**config.mk**
```make
export PLATFORM = sky130hd
export DESIGN_NAME = board_scanner
export DESIGN_NICKNAME = d
export VERILOG_FILES = /design/src/rtl/tetris_pkg.sv /design/src/rtl/scan_delay.sv /design/src/rtl/board_scanner.sv
export SDC_FILE = /design/constraint.sdc
export NUM_CORES = 1
export LEC_CHECK = 0
export BUFFER_PORTS_ARGS = -buffer_cell sky130_fd_sc_hd__buf_2
export CORE_ASPECT_RATIO = 0.6
export CORE_MARGIN = 1
export CORE_UTILIZATION = 38
export DETAILED_ROUTE_END_ITERATION = 8
export SLEW_MARGIN = 10
export SYNTH_ARGS = -nofsm -noshare
export SYNTH_HDL_FRONTEND = slang
export SYNTH_SLANG_ARGS = --single-unit
```
**constraint.sdc**
```tcl
create_clock -name clk -period 4.67 [get_ports clk]
set_clock_uncertainty 0.05 [all_clocks]
set_input_delay 0.934 -clock clk [delete_from_list [all_inputs] [get_ports clk]]
set_output_delay 0.934 -clock clk [all_outputs]
set_load 0.02 [all_outputs]
```
**src/rtl/tetris_pkg.sv**
```systemverilog
// Shared playfield definitions: piece-id width, default cell geometry and the RGB444 palette.
// The grid colour is used only when BOARD_SCANNER_GRID_EN is defined.
package tetris_pkg;

  localparam int PIECE_W        = 3;
  localparam int DEFAULT_CELL_W = 26;
  localparam int DEFAULT_CELL_H = 32;

  localparam logic [11:0] PAL_0      = 12'h000;
  localparam logic [11:0] PAL_1      = 12'h0FF;
  localparam logic [11:0] PAL_2      = 12'h00F;
  localparam logic [11:0] PAL_3      = 12'hF80;
  localparam logic [11:0] PAL_4      = 12'hFF0;
  localparam logic [11:0] PAL_5      = 12'h0F0;
  localparam logic [11:0] PAL_6      = 12'hF0F;
  localparam logic [11:0] PAL_7      = 12'hF00;
  localparam logic [11:0] GRID_COLOR = 12'h222;

  function automatic logic [11:0] piece_color(input logic [PIECE_W-1:0] id);
    logic [11:0] c;
    case (id)
      3'd0:    c = PAL_0;
      3'd1:    c = PAL_1;
      3'd2:    c = PAL_2;
      3'd3:    c = PAL_3;
      3'd4:    c = PAL_4;
      3'd5:    c = PAL_5;
      3'd6:    c = PAL_6;
      3'd7:    c = PAL_7;
      default: c = PAL_0;
    endcase
    return c;
  endfunction

endpackage

```
**src/rtl/scan_delay.sv**
```systemverilog
// Fixed-depth shift register with synchronous reset, used to keep sync/DE and
// cell offsets aligned with the board RAM and palette pipeline.
module scan_delay #(
  parameter int WIDTH = 1,
  parameter int DEPTH = 1
) (
  input  logic             clk,
  input  logic             rst,
  input  logic [WIDTH-1:0] din,
  output logic [WIDTH-1:0] dout
);

  genvar gi;
  generate
    for (gi = 0; gi < DEPTH; gi++) begin : g_stage
      logic [WIDTH-1:0] q_reg;
      if (gi == 0) begin : g_first
        always_ff @(posedge clk) begin
          if (rst) q_reg <= '0;
          else     q_reg <= din;
        end
      end else begin : g_next
        always_ff @(posedge clk) begin
          if (rst) q_reg <= '0;
          else     q_reg <= g_stage[gi-1].q_reg;
        end
      end
    end
  endgenerate

  assign dout = g_stage[DEPTH-1].q_reg;

endmodule

```
**src/rtl/board_scanner.sv**
```systemverilog
// Raster-to-playfield scanner: cell counters, board RAM address, palette lookup, 3-cycle aligned outputs.
// Define BOARD_SCANNER_GRID_EN to draw empty in-field cells in the faint grid colour.
module board_scanner
  import tetris_pkg::*;
#(
  parameter int COLS     = 10,
  parameter int ROWS     = 15,
  parameter int CELL_W   = DEFAULT_CELL_W,
  parameter int CELL_H   = DEFAULT_CELL_H,
  parameter int FIELD_X0 = 190,
  parameter int FIELD_Y0 = 0,
  parameter int ADDR_W   = 8
) (
  input  logic              clk,
  input  logic              rst,
  input  logic              de_in,
  input  logic              hs_in,
  input  logic              vs_in,
  input  logic [9:0]        px,
  input  logic [9:0]        py,
  output logic [ADDR_W-1:0] cell_addr,
  input  logic [2:0]        cell_rd_data,
  output logic [5:0]        block_x,
  output logic [5:0]        block_y,
  output logic [11:0]       cell_color,
  output logic              cell_on,
  output logic              de_out,
  output logic              hs_out,
  output logic              vs_out
);

  localparam int COL_W = $clog2(COLS + 1);
  localparam int ROW_W = $clog2(ROWS + 1);

  localparam logic [9:0]       X_FIRST  = 10'(FIELD_X0);
  localparam logic [9:0]       X_LAST   = 10'(FIELD_X0 + COLS * CELL_W - 1);
  localparam logic [9:0]       Y_FIRST  = 10'(FIELD_Y0);
  localparam logic [5:0]       BX_LAST  = 6'(CELL_W - 1);
  localparam logic [5:0]       BY_LAST  = 6'(CELL_H - 1);
  localparam logic [COL_W-1:0] COL_LAST = COL_W'(COLS - 1);
  localparam logic [ROW_W-1:0] ROW_LAST = ROW_W'(ROWS - 1);

  // Stage 1: raster counters
  logic [5:0]        bx_reg, bx_next, by_reg, by_next;
  logic [COL_W-1:0]  col_reg, col_next;
  logic [ROW_W-1:0]  row_reg, row_next;
  logic              y_active_reg, y_active_next;
  logic              in_field_reg, in_field_next;
  logic [ADDR_W-1:0] cell_addr_reg, cell_addr_next;
  logic              line_start, x_in_field;

  always_comb begin
    bx_next        = bx_reg;
    col_next       = col_reg;
    by_next        = by_reg;
    row_next       = row_reg;
    y_active_next  = y_active_reg;
    cell_addr_next = cell_addr_reg;
    line_start     = de_in && (px == X_FIRST);
    x_in_field     = (px >= X_FIRST) && (px <= X_LAST);

    if (line_start) begin
      bx_next  = '0;
      col_next = '0;
      if (py == Y_FIRST) begin
        by_next       = '0;
        row_next      = '0;
        y_active_next = 1'b1;
      end else if (y_active_reg) begin
        if (by_reg == BY_LAST) begin
          by_next = '0;
          if (row_reg == ROW_LAST) y_active_next = 1'b0;
          else                     row_next      = row_reg + 1'b1;
        end else begin
          by_next = by_reg + 1'b1;
        end
      end
    end else if (x_in_field && de_in) begin
      // Gated by DE so blanking lines sweeping the field columns cannot run col past the edge.
      if (bx_reg == BX_LAST) begin
        bx_next  = '0;
        col_next = col_reg + 1'b1;
      end else begin
        bx_next = bx_reg + 1'b1;
      end
    end

    in_field_next = x_in_field && y_active_next && de_in;
    if (in_field_next) begin
      cell_addr_next = ADDR_W'(int'(row_next) * COLS + int'(col_next));
    end
  end

  always_ff @(posedge clk) begin
    if (rst) begin
      bx_reg        <= '0;
      by_reg        <= '0;
      col_reg       <= '0;
      row_reg       <= '0;
      y_active_reg  <= 1'b0;
      in_field_reg  <= 1'b0;
      cell_addr_reg <= '0;
    end else begin
      bx_reg        <= bx_next;
      by_reg        <= by_next;
      col_reg       <= col_next;
      row_reg       <= row_next;
      y_active_reg  <= y_active_next;
      in_field_reg  <= in_field_next;
      cell_addr_reg <= cell_addr_next;
    end
  end

  always_ff @(posedge clk) begin
    if (!rst) begin
      assert (col_next <= COL_LAST);
      assert (row_next <= ROW_LAST);
    end
  end

  assign cell_addr = cell_addr_reg;

  // Stage 2: wait for the board RAM read while carrying the offsets along
  logic [12:0] pix_d;
  logic        in_field_d;
  logic [5:0]  bx_d, by_d;

  scan_delay #(.WIDTH(13), .DEPTH(1)) u_pix_delay (
    .clk  (clk),
    .rst  (rst),
    .din  ({in_field_reg, by_reg, bx_reg}),
    .dout (pix_d)
  );

  assign in_field_d = pix_d[12];
  assign by_d       = pix_d[11:6];
  assign bx_d       = pix_d[5:0];

  scan_delay #(.WIDTH(3), .DEPTH(3)) u_sync_delay (
    .clk  (clk),
    .rst  (rst),
    .din  ({de_in, hs_in, vs_in}),
    .dout ({de_out, hs_out, vs_out})
  );

  // Stage 3: palette lookup into the output registers
  logic        on_next;
  logic [11:0] color_next;
  logic [5:0]  block_x_reg, block_y_reg;
  logic [11:0] cell_color_reg;
  logic        cell_on_reg;

  always_comb begin
    on_next    = 1'b0;
    color_next = '0;
    if (in_field_d) begin
      if (cell_rd_data != '0) begin
        on_next    = 1'b1;
        color_next = piece_color(cell_rd_data);
      end
`ifdef BOARD_SCANNER_GRID_EN
      else begin
        on_next    = 1'b1;
        color_next = GRID_COLOR;
      end
`endif
    end
  end

  always_ff @(posedge clk) begin
    if (rst) begin
      block_x_reg    <= '0;
      block_y_reg    <= '0;
      cell_color_reg <= '0;
      cell_on_reg    <= 1'b0;
    end else begin
      block_x_reg    <= in_field_d ? bx_d : 6'd0;
      block_y_reg    <= in_field_d ? by_d : 6'd0;
      cell_color_reg <= color_next;
      cell_on_reg    <= on_next;
    end
  end

  assign block_x    = block_x_reg;
  assign block_y    = block_y_reg;
  assign cell_color = cell_color_reg;
  assign cell_on    = cell_on_reg;

endmodule

```
Word level (Yosys, flattened, before mapping)
Memories as Yosys holds them, arrays and structs flattened. A register that Yosys moved wholly into a read port is not among the register bits.
Index checks and enable logic that the tools add are counted.
{"block": "classes", "n_reduce_logical": 12, "n_mux": 18, "n_mul": 1, "n_bitwise": 2, "eq_ne": 4, "order_cmp": 2, "add_sub_neg": 5}
{"cell": "two-way mux 4 bit", "count": 8}
{"cell": "two-way mux 6 bit", "count": 4}
{"cell": "adder 6 x 1 -> 6 bit (second input constant)", "count": 2}
{"cell": "== test 6 x 5 -> 1 bit (second input constant)", "count": 2}
{"cell": "== test 10 x 8 -> 1 bit (second input constant)", "count": 1}
{"cell": "greater-or-equal comparator 10 x 8 -> 1 bit (second input constant)", "count": 1}
{"cell": "<= comparator 10 x 9 -> 1 bit (second input constant)", "count": 1}
{"cell": "logical NOT 10 bit", "count": 1}
{"cell": "adder 4 x 1 -> 4 bit (second input constant)", "count": 2}
{"cell": "adder 8 x 4 -> 8 bit", "count": 1}
{"cell": "multiplier 4 x 3 -> 7 bit (second input constant)", "count": 1}
{"cell": "two-way mux 1 bit", "count": 6}
{"cell": "logical AND 1 bit", "count": 5}
{"cell": "== test 4 bit (second input constant)", "count": 1}
{"cell": "OR reduction 2 bit", "count": 2}
{"cell": "nonzero test 3 bit", "count": 1}
{"cell": "OR reduction 3 bit", "count": 1}
{"cell": "inverter 1 bit", "count": 2}
{"cell": "AND reduction 2 bit", "count": 1}
{"cell": "nonzero test 2 bit", "count": 1}
{"block": "word_totals", "rom_bits": 96, "input_bits": 28, "register_bits": 65, "n_memories": 1}
{"memory": "(name not given)", "depth": 8, "width": 12, "read_ports": 1, "rd_clocked_by_memory_dff": 1, "write_ports": 0, "line": "tetris_pkg.sv:21", "rtl": "case (id)"}

Logic depth before layout (Yosys ltp)
{"block": "logic_depth", "depth_word": 8, "depth_mapped": 14, "ltp_nobuf": 14}

By module
From an unflattened synthesis, not the netlist that was laid out.
{"block": "unflattened", "cells_unflattened": 320, "area_unflattened_um2": 3133.0}
{"mod": "board_scanner", "cells_each": 275, "area_per_inst_um2": 2501.1, "seq_area_each_um2": 940.9, "n_inst": 1}
{"mod": "scan_delay (u_pix_delay)", "cells_each": 27, "area_per_inst_um2": 395.4, "seq_area_each_um2": 260.2, "n_inst": 1}
{"mod": "scan_delay (u_sync_delay)", "cells_each": 18, "area_per_inst_um2": 236.5, "seq_area_each_um2": 180.2, "n_inst": 1}

Worst setup path before layout
Ideal clock, no wire load.
{"block": "synth_path", "path_type": "input to register", "start": "input px[8]", "end": "register cell_addr_reg[7], in the netlist cell_addr[7]", "setup_slack_ns": 0.403, "cell_stages": 11, "setup_time_ns": 0.088, "t_arrival_ns": 4.128, "cell_sequence": "nor4b_1 and3_1 buf_2 nand2b_1 o41ai_1 ha_1 ha_1 inv_1 fa_1 or4_4 a311oi_2"}
{"block": "synth_via", "word_cells_on_any_way": 14, "classes_between": "add/sub (1); mul (1); order compare (2); eq/ne (1); mux (4); reduce/logical (5)"}
{"item": "start: declaration", "line": "board_scanner.sv:19", "rtl": "input logic [9:0] px,"}
{"item": "== test 10 x 8 -> 1 bit", "line": "board_scanner.sv:59", "rtl": "line_start = de_in && (px == X_FIRST);"}
{"item": "logical AND 1 bit", "line": "board_scanner.sv:59"}
{"item": "two-way mux 4 bit", "line": "board_scanner.sv:62", "rtl": "if (line_start) begin"}
{"item": "named net row_next[1]", "line": "board_scanner.sv:46", "rtl": "logic [ROW_W-1:0] row_reg, row_next;"}
{"item": "multiplier 4 x 3 -> 7 bit", "line": "board_scanner.sv:90", "rtl": "cell_addr_next = ADDR_W'(int'(row_next) * COLS + int'(col_next));"}
{"item": "adder 8 x 4 -> 8 bit", "line": "board_scanner.sv:90"}
{"item": "end signal: assignment", "line": "board_scanner.sv:110", "rtl": "cell_addr_reg <= cell_addr_next;"}
{"item": "end: declaration", "line": "board_scanner.sv:49", "rtl": "logic [ADDR_W-1:0] cell_addr_reg, cell_addr_next;"}
The timed path passes the listed nets, and every way through them passes these cells.
A chain may end at the register's enable or synchronous reset.

Final worst setup path
{"block": "layout_path", "start": "input py[5]", "end": "register cell_addr_reg[7], in the netlist cell_addr[7]"}
{"block": "layout_via", "elab_chain_cells": 5, "word_cells_on_any_way": 9, "classes_between": "add/sub (1); mul (1); mux (4); reduce/logical (3)"}
{"item": "start: declaration", "line": "board_scanner.sv:20", "rtl": "input logic [9:0] py,"}
{"item": "logical NOT 10 bit", "line": "board_scanner.sv:65", "rtl": "if (py == Y_FIRST) begin"}
{"item": "two-way mux 4 bit", "line": "board_scanner.sv:65"}
{"item": "two-way mux 4 bit", "line": "board_scanner.sv:62"}
{"item": "named net row_next[1]", "line": "board_scanner.sv:46"}
{"item": "multiplier 4 x 3 -> 7 bit", "line": "board_scanner.sv:90"}
{"item": "adder 8 x 4 -> 8 bit", "line": "board_scanner.sv:90"}
The timed path passes the listed nets, and every way through them passes these cells.

==> qor.yml <==
drt.antenna.violating_nets: 0
dp_hpwl_um: 3771
cp_slowest_cell: "or4_4"
drtIter0Drc: 79
antenna_cells: 0
ys.flop_type: "dfxtp_1"
rows: 24
ff2ff_path_depth: 9
cpPeakStageDelay_ns: 0.54
met3WireLength_um: 367
rsz0062_at_grt: "no"
fin_nets: 401
power.leakage_uw: 0.001559
initial_core_util: 0.3975
irDropWorstVdd_mv: 0.1560
coreArea_mm2: 0.007327
power.density_mw_per_mm2: 350.0
cts_tree: "yes"
tns_ns: 0
ys_async_sr_fraction: 0
fmax_mhz: 235.7
synth_area_per_cell_um2: 9.841
cts-root-buf: "clkbuf_16"
cts_setup_buffers: 0
clk_pin_slew_ns: 0.05
grt_usage: 0.1524
crit_path_max_fanout: 9
grt_pass1_vias: 1985
synth.net_count: 342
dr.max_layer_used: "met4"
numCtsBuffers: 9
dieArea_mm2: 0.008031
end_kind: "register"
totalWireLength_um: 5335
vias: 2135
synth_cell_types: 49
finalHoldViolCount: 0
largest_reg_flops: 13
area.growth.synth_to_final_pct: 21.82
io_pins: 64
worst-path-stages: 12
synth_edf_count: 0
clk_latency_ns: 0.33
die_h_um: 69.82
critPathLaunchType: "input port"
netlist_instances: 296
cts_resized: 0
setup_violations: 0
crit_chain: "buf_2 -> or4_4 -> nor4_4 -> o21ai_0 -> nand2_1 -> o41ai_1 -> ha_1 -> ha_1 -> inv_1 -> fa_1 -> or4_4 -> a311oi_2"
firstDrtPassIters: 6
cts_hold_buf: 0
gp_congestion: 0.7871
critical_path_class: "in -> reg"
port_buffers: 63
fin_crit_sh: 0.9086
grt_max_degree: 48
min_path_type: "reg -> reg"
min_period_ns: 4.243
vias_per_cell: 4.621
critical_path.top_delay_family: "simple AND/OR/NAND/NOR gates"
layout-drive-gt1-share: 0.2430
dieWidth_um: 115.0
route.met2.wl_um: 2038
holdPathStages: 1
synth_seq_cells: 69
antenna_found_initial: 0
finalMaxSlewViolations: 0
post-route-drc-count: 0
grt_pass1_wl_um: 9142
slew_headroom: 0.4317
maxCapViolations: 0
yosysSeqAreaShare: 0.4742
fill_cells: 709
status: "finished clean"
required_ns: 4.86
syn-cell-area_mm2: 0.002913
htree_levels: 3
hold_ws_ns: 0.3725
cts.sinks: 69
overflow: 0
critPathArrivalTime_ns: 4.43
wl_met1_um: 2843
tightest_slew_ns: 0.8525
yosys_warnings: 0
crit_buf_inv: 2
wire_per_inst_um: 11.55
clk_path_buf_depth: 2
## cell usage in the layout, fill, tap and decap left out, types with 3 or more instances in the layout
master     Yosys  final
inv_1         12     12
clkbuf_16      0      9
nand4b_1       3      3
nor3_1         7      7
a21oi_1       12     12
o21ai_0        7      7
nand3_1        6      6
nand2_1       14     14
nor2_1        29     29
mux2i_1        7      7
xnor2_1        6      6
ha_1          16     16
and3_1         3      3
and2_1        12     12
xor2_1         9      9
nor2b_1       26     26
dfxtp_1       69     69
a211oi_1       3      3
buf_2          2     63
buf_4          8      3
## Yosys cell counts (6+ instances only)
cell type,count,area share
clkbuf_1,7,0.0090
nor2b_1,26,0.056
o21ai_0,7,0.012
nor3_1,7,0.012
buf_4,8,0.021
dfxtp_1,69,0.47
nor2_1,29,0.037
and2_1,12,0.026
a21oi_1,12,0.021
mux2i_1,7,0.024
xor2_1,9,0.027
nand3_1,6,0.010
inv_1,12,0.015
ha_1,16,0.069
xnor2_1,6,0.018
nand2_1,14,0.018
## worst reg2reg max path, stage by stage, from the launching register on
cell and delay [ns]:
dfxtp_1 0.39, ha_1 0.23, nand2_1 0.16, o41ai_1 0.81, ha_1 0.37, ha_1 0.22
inv_1 0.07, fa_1 0.47, or4_4 0.53, a311oi_2 0.26
## worst paths after layout
check                       from           end  slack (ns)
max                        py[5]  cell_addr[7]        0.43
max reg2reg            by_reg[0]  cell_addr[7]        1.02
min          u_pix_delay.dout[8]    block_y[2]        0.37
min reg2reg  u_pix_delay.dout[8]    block_y[2]        0.37
## power by group
group	switching [uW]	total [uW]	internal (uW)	leakage [uW]
sequential	2.23	597	595	0.000557
combinational	21.0	38.2	17.1	0.000873
clock	225	607	382	0.000128
total	248	1240	994	0.00156
## metrics by stage
step                      instances  power (uW)  worst slack [ns]    util  cell area (um2)
after global placement          448       646.3            0.1583  0.4477             3281
after floorplan                 296       628.0            0.4035       -             2913
after global routing            462        1293           0.05385  0.4843             3548
final                           462        1242            0.4268  0.4843             3548
after CTS                       462        1266            0.4352  0.4843             3548
after detailed placement        448       647.7           0.09164  0.4477             3281
## layer usage
metal | global-route usage | up-vias
li1 | - | 1117
met1 | 0.2056 | 942
met2 | 0.2062 | 66
met3 | 0.06993 | 10
met4 | 0.06494 | 0
met5 | 0 | -
## kinds of logic after synthesis
kind of cell | Yosys count | synth area share
compound gates | 39 | 0.09708
flops | 69 | 0.4742
xor+xnor | 15 | 0.04510
mux | 7 | 0.02406
simple gates | 118 | 0.2272
buf+inv | 30 | 0.04983
fa+ha+maj | 18 | 0.08247
## area by class of cell
class / count / area (um2) / share of cell area
flip-flops and latches: 69 / 1381 / 0.3893
repair buffers: 66 / 337.8 / 0.09520
inverters: 12 / 45.04 / 0.01269
clock buffers: 13 / 260.3 / 0.07334
multi-input cells: 197 / 1386 / 0.3907
well taps: 104 / 130.1 / 0.03667
clock inverters: 1 / 7.507 / 0.002116
(Power assumes the default switching activity.)
